$ cat config.mk
export PLATFORM = sky130hd
export DESIGN_NAME = if_fetch_flat
export DESIGN_NICKNAME = d
export VERILOG_FILES = /design/src/rtl/if_fetch_pkg.sv /design/src/rtl/if_fetch_if.sv /design/src/rtl/if_fifo.sv /design/src/rtl/if_fetch.sv /design/src/flat_wrapper.sv
export SDC_FILE = /design/constraint.sdc
export NUM_CORES = 1
export LEC_CHECK = 0
export CORE_MARGIN = 5
export CORE_UTILIZATION = 50
export DETAILED_ROUTE_END_ITERATION = 8
export GPL_TIMING_DRIVEN = 0
export PLACE_DENSITY_LB_ADDON = 0.3
export SETUP_SLACK_MARGIN = 0.4
export SLEW_MARGIN = 5
export SYNTH_ARGS = -nofsm -noshare
export SYNTH_HDL_FRONTEND = slang
export SYNTH_HIERARCHICAL = 1
export SYNTH_SLANG_ARGS = --single-unit
$ cat constraint.sdc
create_clock -name clk -period 10.33 [get_ports clk]
set_clock_uncertainty 0.1 [all_clocks]
set_input_delay 2.066 -clock clk [delete_from_list [all_inputs] [get_ports clk]]
set_output_delay 2.066 -clock clk [all_outputs]
set_load 0.02 [all_outputs]
$ cat src/rtl/if_fetch_pkg.sv
// Shared widths, constants and FSM encoding for the instruction-fetch stage.
package if_fetch_pkg;

  localparam int unsigned InstAddrBus = 32;
  localparam int unsigned InstBus     = 32;

  localparam logic [InstBus-1:0]     ZeroWord       = '0;
  localparam logic [InstBus-1:0]     NopInst        = 32'h0000_0000;
  localparam logic [InstAddrBus-1:0] ResetPcDefault = 32'h0000_0000;
  localparam int unsigned            QdepthDefault  = 2;

  typedef enum logic [1:0] {
    StIdle = 2'd0,
    StReq  = 2'd1,
    StWait = 2'd2
  } fetch_state_e;

endpackage

$ cat src/rtl/if_fetch_if.sv
// Instruction-memory req/gnt/rvalid bus between the fetch stage and memory.
interface if_fetch_if;
  import if_fetch_pkg::*;

  logic                   mem_req_o;
  logic [InstAddrBus-1:0] mem_addr_o;
  logic                   mem_gnt_i;
  logic                   mem_rvalid_i;
  logic [InstBus-1:0]     mem_rdata_i;

  modport master (
    output mem_req_o, mem_addr_o,
    input  mem_gnt_i, mem_rvalid_i, mem_rdata_i
  );

  modport slave (
    input  mem_req_o, mem_addr_o,
    output mem_gnt_i, mem_rvalid_i, mem_rdata_i
  );

endinterface

$ cat src/rtl/if_fifo.sv
// In-order instruction queue; flush wins over push and pop.
module if_fifo #(
  parameter int unsigned Depth = 2,
  parameter int unsigned Width = 64
) (
  input  logic                   clk,
  input  logic                   rst,
  input  logic                   push_i,
  input  logic                   pop_i,
  input  logic                   flush_i,
  input  logic [Width-1:0]       din_i,
  output logic [Width-1:0]       dout_o,
  output logic [$clog2(Depth):0] count_o,
  output logic                   empty_o
);

  localparam int unsigned PtrW = $clog2(Depth);
  localparam logic [PtrW:0] FullCnt = (PtrW + 1)'(Depth);

  logic [Width-1:0] mem_q [Depth];
  logic [Width-1:0] mem_d [Depth];
  logic [PtrW-1:0]  wptr_q, wptr_d;
  logic [PtrW-1:0]  rptr_q, rptr_d;
  logic [PtrW:0]    count_q, count_d;

  always_comb begin
    mem_d   = mem_q;
    wptr_d  = wptr_q;
    rptr_d  = rptr_q;
    count_d = count_q;
    if (flush_i) begin
      wptr_d  = '0;
      rptr_d  = '0;
      count_d = '0;
    end else begin
      if (push_i) begin
        mem_d[wptr_q] = din_i;
        wptr_d        = wptr_q + 1'b1;
      end
      if (pop_i) begin
        rptr_d = rptr_q + 1'b1;
      end
      case ({push_i, pop_i})
        2'b10:   count_d = count_q + 1'b1;
        2'b01:   count_d = count_q - 1'b1;
        default: count_d = count_q;
      endcase
    end
  end

  always_ff @(posedge clk) begin
    if (rst) begin
      wptr_q  <= '0;
      rptr_q  <= '0;
      count_q <= '0;
    end else begin
      wptr_q  <= wptr_d;
      rptr_q  <= rptr_d;
      count_q <= count_d;
      // The fetch credit rule must make this unreachable.
      assert (flush_i || !(push_i && !pop_i && count_q == FullCnt));
    end
  end

  always_ff @(posedge clk) begin
    mem_q <= mem_d;
  end

  assign dout_o  = mem_q[rptr_q];
  assign count_o = count_q;
  assign empty_o = (count_q == '0);

endmodule

$ cat src/rtl/if_fetch.sv
// Instruction-fetch stage: PC, single-outstanding memory fetch, queue to ID.
// IF_MISALIGN_CHK_EN adds if_misalign_o and blocks fetching after a misaligned redirect.
module if_fetch
  import if_fetch_pkg::*;
#(
  parameter logic [InstAddrBus-1:0] RESET_PC = ResetPcDefault,
  parameter int unsigned            QDEPTH   = QdepthDefault
) (
  input  logic                   clk,
  input  logic                   rst,
  input  logic                   stall_i,
  input  logic                   branch_flag_i,
  input  logic [InstAddrBus-1:0] branch_target_i,
  if_fetch_if.master             mem,
  output logic                   if_valid_o,
  output logic [InstAddrBus-1:0] if_pc_o,
  output logic [InstBus-1:0]     if_inst_o
`ifdef IF_MISALIGN_CHK_EN
  ,
  output logic                   if_misalign_o
`endif
);

  localparam int unsigned CntW = $clog2(QDEPTH) + 1;
  localparam logic [CntW-1:0] QdepthCnt = CntW'(QDEPTH);

  fetch_state_e           state_q, state_d;
  logic [InstAddrBus-1:0] fetch_pc_q, fetch_pc_d;
  logic [InstAddrBus-1:0] req_pc_q, req_pc_d;
  logic                   discard_q, discard_d;

  logic                   fetch_block;
  logic [InstAddrBus-1:0] target_eff;
  logic                   mem_req;
  logic                   granted;
  logic                   push, pop;
  logic [CntW-1:0]        count;
  logic                   empty;
  logic [InstAddrBus+InstBus-1:0] head;

`ifdef IF_MISALIGN_CHK_EN
  logic misalign_q, misalign_d;

  always_comb begin
    misalign_d = misalign_q;
    if (branch_flag_i) begin
      misalign_d = |branch_target_i[1:0];
    end
  end

  always_ff @(posedge clk) begin
    if (rst) begin
      misalign_q <= 1'b0;
    end else begin
      misalign_q <= misalign_d;
    end
  end

  assign fetch_block   = misalign_q;
  assign target_eff    = branch_target_i;
  assign if_misalign_o = misalign_q;
`else
  logic unused_tgt_lsb;
  assign unused_tgt_lsb = ^branch_target_i[1:0];
  assign fetch_block    = 1'b0;
  assign target_eff     = {branch_target_i[InstAddrBus-1:2], 2'b00};
`endif

  // Nothing is outstanding in REQ, so the credit check reduces to queue occupancy.
  assign mem_req        = (state_q == StReq) && !fetch_block && (count < QdepthCnt);
  assign granted        = mem_req && mem.mem_gnt_i;
  assign mem.mem_req_o  = mem_req;
  assign mem.mem_addr_o = mem_req ? fetch_pc_q : ZeroWord;

  assign push = (state_q == StWait) && mem.mem_rvalid_i && !discard_q && !branch_flag_i;
  assign pop  = !empty && !stall_i && !branch_flag_i;

  always_comb begin
    state_d    = state_q;
    fetch_pc_d = fetch_pc_q;
    req_pc_d   = req_pc_q;
    discard_d  = discard_q;
    case (state_q)
      StIdle: state_d = StReq;
      StReq: begin
        if (granted) begin
          req_pc_d   = fetch_pc_q;
          fetch_pc_d = fetch_pc_q + 32'd4;
          state_d    = StWait;
        end
      end
      StWait: begin
        if (mem.mem_rvalid_i) begin
          discard_d = 1'b0;
          state_d   = StReq;
        end
      end
      default: state_d = StIdle;
    endcase
    if (branch_flag_i) begin
      fetch_pc_d = target_eff;
      // A response still in flight belongs to the old path and must be swallowed.
      if (!discard_q && (granted || (state_q == StWait && !mem.mem_rvalid_i))) begin
        discard_d = 1'b1;
        state_d   = StWait;
      end
    end
  end

  always_ff @(posedge clk) begin
    if (rst) begin
      state_q    <= StIdle;
      fetch_pc_q <= RESET_PC;
      req_pc_q   <= '0;
      discard_q  <= 1'b0;
    end else begin
      state_q    <= state_d;
      fetch_pc_q <= fetch_pc_d;
      req_pc_q   <= req_pc_d;
      discard_q  <= discard_d;
    end
  end

  if_fifo #(
    .Depth(QDEPTH),
    .Width(InstAddrBus + InstBus)
  ) u_fifo (
    .clk    (clk),
    .rst    (rst),
    .push_i (push),
    .pop_i  (pop),
    .flush_i(branch_flag_i),
    .din_i  ({req_pc_q, mem.mem_rdata_i}),
    .dout_o (head),
    .count_o(count),
    .empty_o(empty)
  );

  assign if_valid_o = !empty;
  assign if_pc_o    = empty ? ZeroWord : head[InstAddrBus+InstBus-1:InstBus];
  assign if_inst_o  = empty ? NopInst : head[InstBus-1:0];

endmodule

$ cat src/flat_wrapper.sv
// flat-port wrapper written by rule: the top's interface ports become plain ports
module if_fetch_flat import if_fetch_pkg::*;
#(
  parameter logic [InstAddrBus-1:0] RESET_PC = ResetPcDefault,
  parameter int unsigned            QDEPTH   = QdepthDefault
)
  (clk, rst, stall_i, branch_flag_i, branch_target_i, if_valid_o, if_pc_o, if_inst_o, mem_mem_req_o, mem_mem_addr_o, mem_mem_gnt_i, mem_mem_rvalid_i, mem_mem_rdata_i);
  if_fetch_if mem_i ();
  input  logic clk;
  input  logic rst;
  input  logic stall_i;
  input  logic branch_flag_i;
  input  logic [InstAddrBus-1:0] branch_target_i;
  output logic if_valid_o;
  output logic [InstAddrBus-1:0] if_pc_o;
  output logic [InstBus-1:0] if_inst_o;
  output wire logic [$bits(mem_i.mem_req_o)-1:0] mem_mem_req_o;
  output wire logic [$bits(mem_i.mem_addr_o)-1:0] mem_mem_addr_o;
  input wire logic [$bits(mem_i.mem_gnt_i)-1:0] mem_mem_gnt_i;
  input wire logic [$bits(mem_i.mem_rvalid_i)-1:0] mem_mem_rvalid_i;
  input wire logic [$bits(mem_i.mem_rdata_i)-1:0] mem_mem_rdata_i;
  assign mem_mem_req_o = mem_i.mem_req_o;
  assign mem_mem_addr_o = mem_i.mem_addr_o;
  assign mem_i.mem_gnt_i = mem_mem_gnt_i;
  assign mem_i.mem_rvalid_i = mem_mem_rvalid_i;
  assign mem_i.mem_rdata_i = mem_mem_rdata_i;
  if_fetch #(.RESET_PC(RESET_PC), .QDEPTH(QDEPTH)) u_core (.clk(clk), .rst(rst), .stall_i(stall_i), .branch_flag_i(branch_flag_i), .branch_target_i(branch_target_i), .mem(mem_i), .if_valid_o(if_valid_o), .if_pc_o(if_pc_o), .if_inst_o(if_inst_o));
endmodule
# Word level (Yosys, flattened, before mapping)
# Index checks and enable logic that the tools add are counted.
[word_totals]
elab_cells = 73
register_bits = 199
[classes]
muxes = 22
n_eq_ne = 4
magnitude_cmp = 4
n_reduce_logical = 25
bitwise = 3
n_addsub = 5
[ops]
columns = ["op", "count"]
rows = [
  ["64-bit 2-to-1 mux", 4],
  ["32-bit 2-to-1 mux", 6],
  ["128-bit bitwise mux", 1],
  ["64-bit demux with 1-bit select", 1],
  ["32-bit by 3-bit adder with 32-bit output, second input constant", 1],
  ["1-bit logical AND", 10],
  ["2-bit 2-to-1 mux", 4],
  ["2-bit one-hot mux with 3 select lines", 1],
  ["2-bit AND reduction", 3],
  ["2-bit nonzero test", 3],
  ["1-bit logical NOT", 5],
  ["2-bit by 1-bit equality test with 1-bit output, second input constant", 2],
  ["2-bit equality test, second input constant", 2],
  ["2-bit greater-or-equal comparator, second input constant", 2],
  ["2-bit logical NOT", 2],
  ["1-bit 2-to-1 mux", 4],
  ["1-bit NOT with 2-bit output", 2],
  ["2-bit one-hot mux with 2 select lines", 1],
  ["1-bit adder, second input constant", 2],
  ["2-bit by 1-bit adder with 2-bit output, second input constant", 1],
  ["2-bit by 1-bit < comparator with 1-bit output, second input constant", 1],
  ["2-bit < comparator, second input constant", 1],
  ["2-bit OR reduction", 1],
  ["2-bit by 1-bit subtractor with 2-bit output, second input constant", 1],
  ["other kinds (2)", 2],
]

# Depth between registers and ports, before layout
[logic_depth]
depth_word = 7
depth_mapped = 9
depth_no_buf = 7

# Modules after synthesis
# The synthesis kept the hierarchy.
[modules_own_cells]
columns = ["module", "area_each_um2", "cells_each", "seq_area_each_um2", "n_inst"]
rows = [
  ["if_fifo", 4780.8, 218, 3923.8, 1],
  ["if_fetch", 3667.3, 479, 1261.2, 1],
]

# Worst setup path before layout
# OpenSTA, ideal clock, no wires.
[synth_timing]
path_kind = "input port to flip-flop"
start = "in branch_flag_i"
end = "reg u_core/u_fifo/mem_q[0] in the netlist's numbering (enable)"
t_arrival_ps = 7408
path_slack_ps = 2243
stages = 6
path_cell_list = "clkbuf_1 > buf_6 > nor2_1 > and3_1 > inv_1 > nor3b_1"
[synth_via]
elab_chain_cells = 3
elab_cells_between_ends = 4
classes_between = "bitwise (1); reduce/logical (3)"
[synth_rtl]
columns = ["item", "line", "source"]
rows = [
  ["start, declared", "flat_wrapper.sv:12", "input logic branch_flag_i;"],
  ["1-bit logical NOT", "if_fetch.sv:75", "assign push = (state_q == StWait) && mem.mem_rvalid_i && !discard_q && !branch_flag_i;"],
  ["1-bit logical AND", "if_fetch.sv:75", ""],
  ["net u_core.push", "if_fetch.sv:36", "logic push, pop;"],
  ["2-bit AND reduction (no line)", "--", ""],
  ["end signal, assigned", "if_fifo.sv:66", "mem_q <= mem_d;"],
  ["end, declared", "if_fifo.sv:20", "logic [Width-1:0] mem_q [Depth];"],
]
# The timed path passes the listed nets, and every way through them passes these cells.
# A chain may end at the register's enable or synchronous reset.

# Worst setup path after layout
[layout_timing]
start = "reg u_core.state_q[0]"
end = "out mem_mem_addr_o[29]"
[layout_via]
elab_chain_cells = 3
[layout_rtl]
columns = ["item", "line", "source"]
rows = [
  ["start, declared", "if_fetch.sv:27", "fetch_state_e state_q, state_d;"],
  ["start signal, assigned", "if_fetch.sv:112", "state_q <= StIdle;"],
  ["start signal, assigned", "if_fetch.sv:117", "state_q <= state_d;"],
  ["2-bit by 1-bit equality test with 1-bit output", "if_fetch.sv:70", "assign mem_req = (state_q == StReq) && !fetch_block && (count < QdepthCnt);"],
  ["1-bit logical AND", "if_fetch.sv:70", ""],
  ["32-bit 2-to-1 mux", "if_fetch.sv:73", "assign mem.mem_addr_o = mem_req ? fetch_pc_q : ZeroWord;"],
  ["end, declared", "flat_wrapper.sv:18", "output wire logic [$bits(mem_i.mem_addr_o)-1:0] mem_mem_addr_o;"],
]
# Every way passes these cells.

==> impl_metrics.tcl <==
set metrics [dict create \
    fillers 1297 \
    cellLeakagePower_nw 3.810 \
    antenna_found_initial 0 \
    clock_sinks 195 \
    r2r_cells 8 \
    viasPerCell 5.343 \
    synth-compound-area-share 0.07198 \
    cts_htree_levels 4 \
    grt_use_met3 0.04567 \
    wl_per_cell_um 17.68 \
    grt_use_total 0.2038 \
    slew_headroom 0.3079 \
    hp-class "reg2reg" \
    clock-root-buffer "clkbuf_16" \
    power_density_nw_per_um2 143.4 \
    synth_area_um2 8448 \
    syn_area_per_cell_um2 12.12 \
    layout.cells.non_filler 1131 \
    clockBufferDepth 2 \
    use_met1 0.2660 \
    numPortBuffers 163 \
    dp_cells 1099 \
    grt_pass1_vias 5991 \
    fin_crit_sh 0.4781 \
    clkLatencyLatePin_ns 0.44 \
    required_ns 8.16 \
    critPathKind "reg2out" \
    ys_async_sr_fraction 0 \
    seq_area_frac_synth 0.6137 \
    power_frac_seq 0.540 \
    cp.arrival_ns 2.77 \
    synth_edf_count 128 \
    cts_inserted_buffers 17 \
    use_met2 0.3411 \
    cts_setup_buffers 0 \
    status "complete, no violations" \
    worst_slew_pin_slew_ns 1.030 \
    worstHoldPathCells 0 \
    wirelength_mm 20.00 \
    cp_slowest_cell "clkdlybuf4s50_1" \
    grt_pass1_wl_mm 31.34 \
    synth_fa_ha_area_frac 0.002962 \
    design_area_um2 11100 \
    drtAntennaViolNets 0 \
    grt_max_degree 19 \
    swShare 0.2302 \
    path_cells "nor3b_2 > clkbuf_1 > and2_1 > clkdlybuf4s50_1" \
    startpoint_type "flip-flop" \
    num_io_pins 168 \
    core_um2 16580 \
    placed_cell_area_um2 10530 \
    area_growth_pct 31.35 \
    dp_hpwl_mm 14.61 \
    first_pass_iters 5 \
    yosysUniqueCellTypes 51 \
    slowest_delay_ns 0.68 \
    fin_nets 970 \
    synth_top_family_by_area "simple AND/OR/NAND/NOR gates" \
    internal_power_mw 1.225 \
    busiest_layer "met2" \
    whs_ns 0.3558 \
    rows 47 \
    max-vdd-ir-drop_mv 0.1186 \
    ys_ff_latch 195 \
    drv_cap 0 \
    diodes 0 \
    place.gp.congestion 0.8554 \
    drive_gt1_frac 0.1570 \
    dieHeight_um 140.0 \
    crit_path_end_kind "output pin" \
    regToRegSetupSlack_ns 7.54 \
    cts_resized 0 \
    drc 0 \
    gr-total-overflow 0 \
    fmax_mhz 202.5 \
    maxSlewViolCount 0 \
    die-area_um2 19600 \
    synthCells 697 \
    cp_max_fo 10 \
    cts_tree "yes" \
    start_util 0.5094 \
    rsz0062_at_grt "no" \
    via_count 6043 \
    synth_warnings 6 \
    drtIter0Drc 367 \
    p_comb_frac 0.068 \
    netSwitchingPower_mw 0.3663 \
    setup_violations 0 \
    final.setup.worst_slack_ns 5.392 \
    dpl_worst_slack_ns 5.033 \
    die_w_um 140.0 \
    setup-tns-final_ns 0 \
    power.share.clock 0.392 \
    path_clk_slew_ns 0.08 \
    ctsHoldBuffers 0 \
    hold_viol 0 \
    synth-xor-area-share 0.01348 \
    synthSimpleGateAreaFrac 0.1785 \
    synth_mux_area_frac 0.08531 \
    finalCriticalPeriod_ns 4.938 \
    ys.flop_type "edfxtp_1" \
]
==> registers in the layout (all words and copies together), names as in the netlist <==
signal	flops
u_core/u_fifo/rptr_q	1
u_core/u_fifo/mem_q	128
u_core/u_fifo/count_o	2
u_core/fetch_pc_q	30
u_core/state_q	2
u_core/req_pc_q	30
u_core/discard_q	1
u_core/u_fifo/wptr_q	1
==> worst paths after layout <==
path,startpoint,end
max,u_core/state_q[0],mem_mem_addr_o[29]
min,u_core/req_pc_q[31],u_core/u_fifo/mem_q[63]
max reg2reg,u_core/state_q[1],u_core/u_fifo/mem_q[87]
min reg2reg,u_core/req_pc_q[31],u_core/u_fifo/mem_q[63]
==> metrics by stage <==
stage	utilization	power, mW
2_1_floorplan	-	0.9236
3_3_place_gp	0.6255	0.9816
3_5_place_dp	0.6350	0.9835
4_1_cts	0.6692	1.602
5_1_grt	0.6692	1.648
6_report	0.6692	1.591
==> critical path, delay by kind of cell, from the launching register on <==
family | cells | cell delay (ns)
buf+inv | 2 | 1.13
simple gates | 2 | 0.77
flops | 1 | 0.43
==> cell usage in the layout, fill, tap and decap left out, drive strengths merged, types with 5 or more instances in the layout <==
| master | Yosys | routed |
|---|---|---|
| clkbuf | 30 | 48 |
| xnor2 | 8 | 8 |
| nor2b | 70 | 70 |
| nand4 | 10 | 10 |
| nor2 | 29 | 29 |
| nand2 | 71 | 71 |
| o21ai | 9 | 9 |
| a21oi | 39 | 39 |
| a311oi | 10 | 10 |
| inv | 15 | 22 |
| a2111oi | 8 | 8 |
| and4 | 11 | 11 |
| mux2 | 64 | 64 |
| buf | 17 | 31 |
| and3 | 7 | 7 |
| nor3 | 11 | 11 |
| a211oi | 12 | 12 |
| clkdlybuf4s50 | 0 | 163 |
| or3 | 6 | 6 |
| edfxtp | 128 | 128 |
| a221oi | 5 | 5 |
| conb | 1 | 6 |
| dfxtp | 67 | 67 |
| nor4 | 5 | 5 |
| and2 | 30 | 30 |
| nand3 | 7 | 7 |
| xor2 | 5 | 5 |
| clkinv | 0 | 7 |
==> power groups by stage <==
| stage | logic [mW] | clock network [mW] | registers (mW) |
|---|---|---|---|
| after floorplan | 0.0539 | 0 | 0.870 |
| after global placement | 0.106 | 0 | 0.876 |
| after detailed placement | 0.108 | 0 | 0.876 |
| final | 0.109 | 0.623 | 0.859 |
| after global routing | 0.118 | 0.669 | 0.861 |
| after CTS | 0.109 | 0.635 | 0.858 |
==> cells by family (layout without fill, tap and decap cells) <==
group,count (synthesis),after routing
buffers and inverters,62,271
muxes,64,64
other,1,6
and+or+nand+nor,268,268
AOI/OAI and AO/OA,92,92
DFF,195,195
adders and majority gates,2,2
xor gates and xnor gates,13,13
==> synthesized netlist by cell type (all sizes together) (6+ instances only) <==
cell / instances / area (um2)
a2111oi: 8 / 71.32
a211oi: 12 / 90.09
a21oi: 39 / 195.2
a311oi: 10 / 87.58
and2: 30 / 188.9
and3: 7 / 45.05
and4: 11 / 97.59
buf: 17 / 115.1
clkbuf: 30 / 112.6
dfxtp: 67 / 1341
edfxtp: 128 / 3844
inv: 15 / 56.30
mux2: 64 / 720.7
nand2: 71 / 266.5
nand3: 7 / 40.04
nand4: 10 / 83.83
nor2: 29 / 108.9
nor2b: 70 / 437.9
nor3: 11 / 55.05
o21ai: 9 / 45.04
or3: 6 / 37.54
xnor2: 8 / 70.07
==> area by class of cell <==
| class | count | area [um2] | area share |
|---|---|---|---|
| Tap cell | 220 | 275.3 | 0.02481 |
| Multi-Input combinational cell | 445 | 3008 | 0.2711 |
| Clock inverter | 14 | 116.4 | 0.01049 |
| Inverter | 15 | 56.30 | 0.005074 |
| Buffer | 47 | 227.7 | 0.02052 |
| Clock buffer | 18 | 450.4 | 0.04059 |
| Sequential cell | 195 | 5185 | 0.4672 |
| Timing Repair Buffer | 177 | 1778 | 0.1602 |
==> per-layer routing <==
metal	vias to the layer above	wire length, um	share of wire
met4	0	374	0.019
met2	217	9690	0.48
met3	26	1352	0.068
met5	-	0	0
li1	2926	-	-
met1	2874	8580	0.43
(Power assumes the default switching activity.)
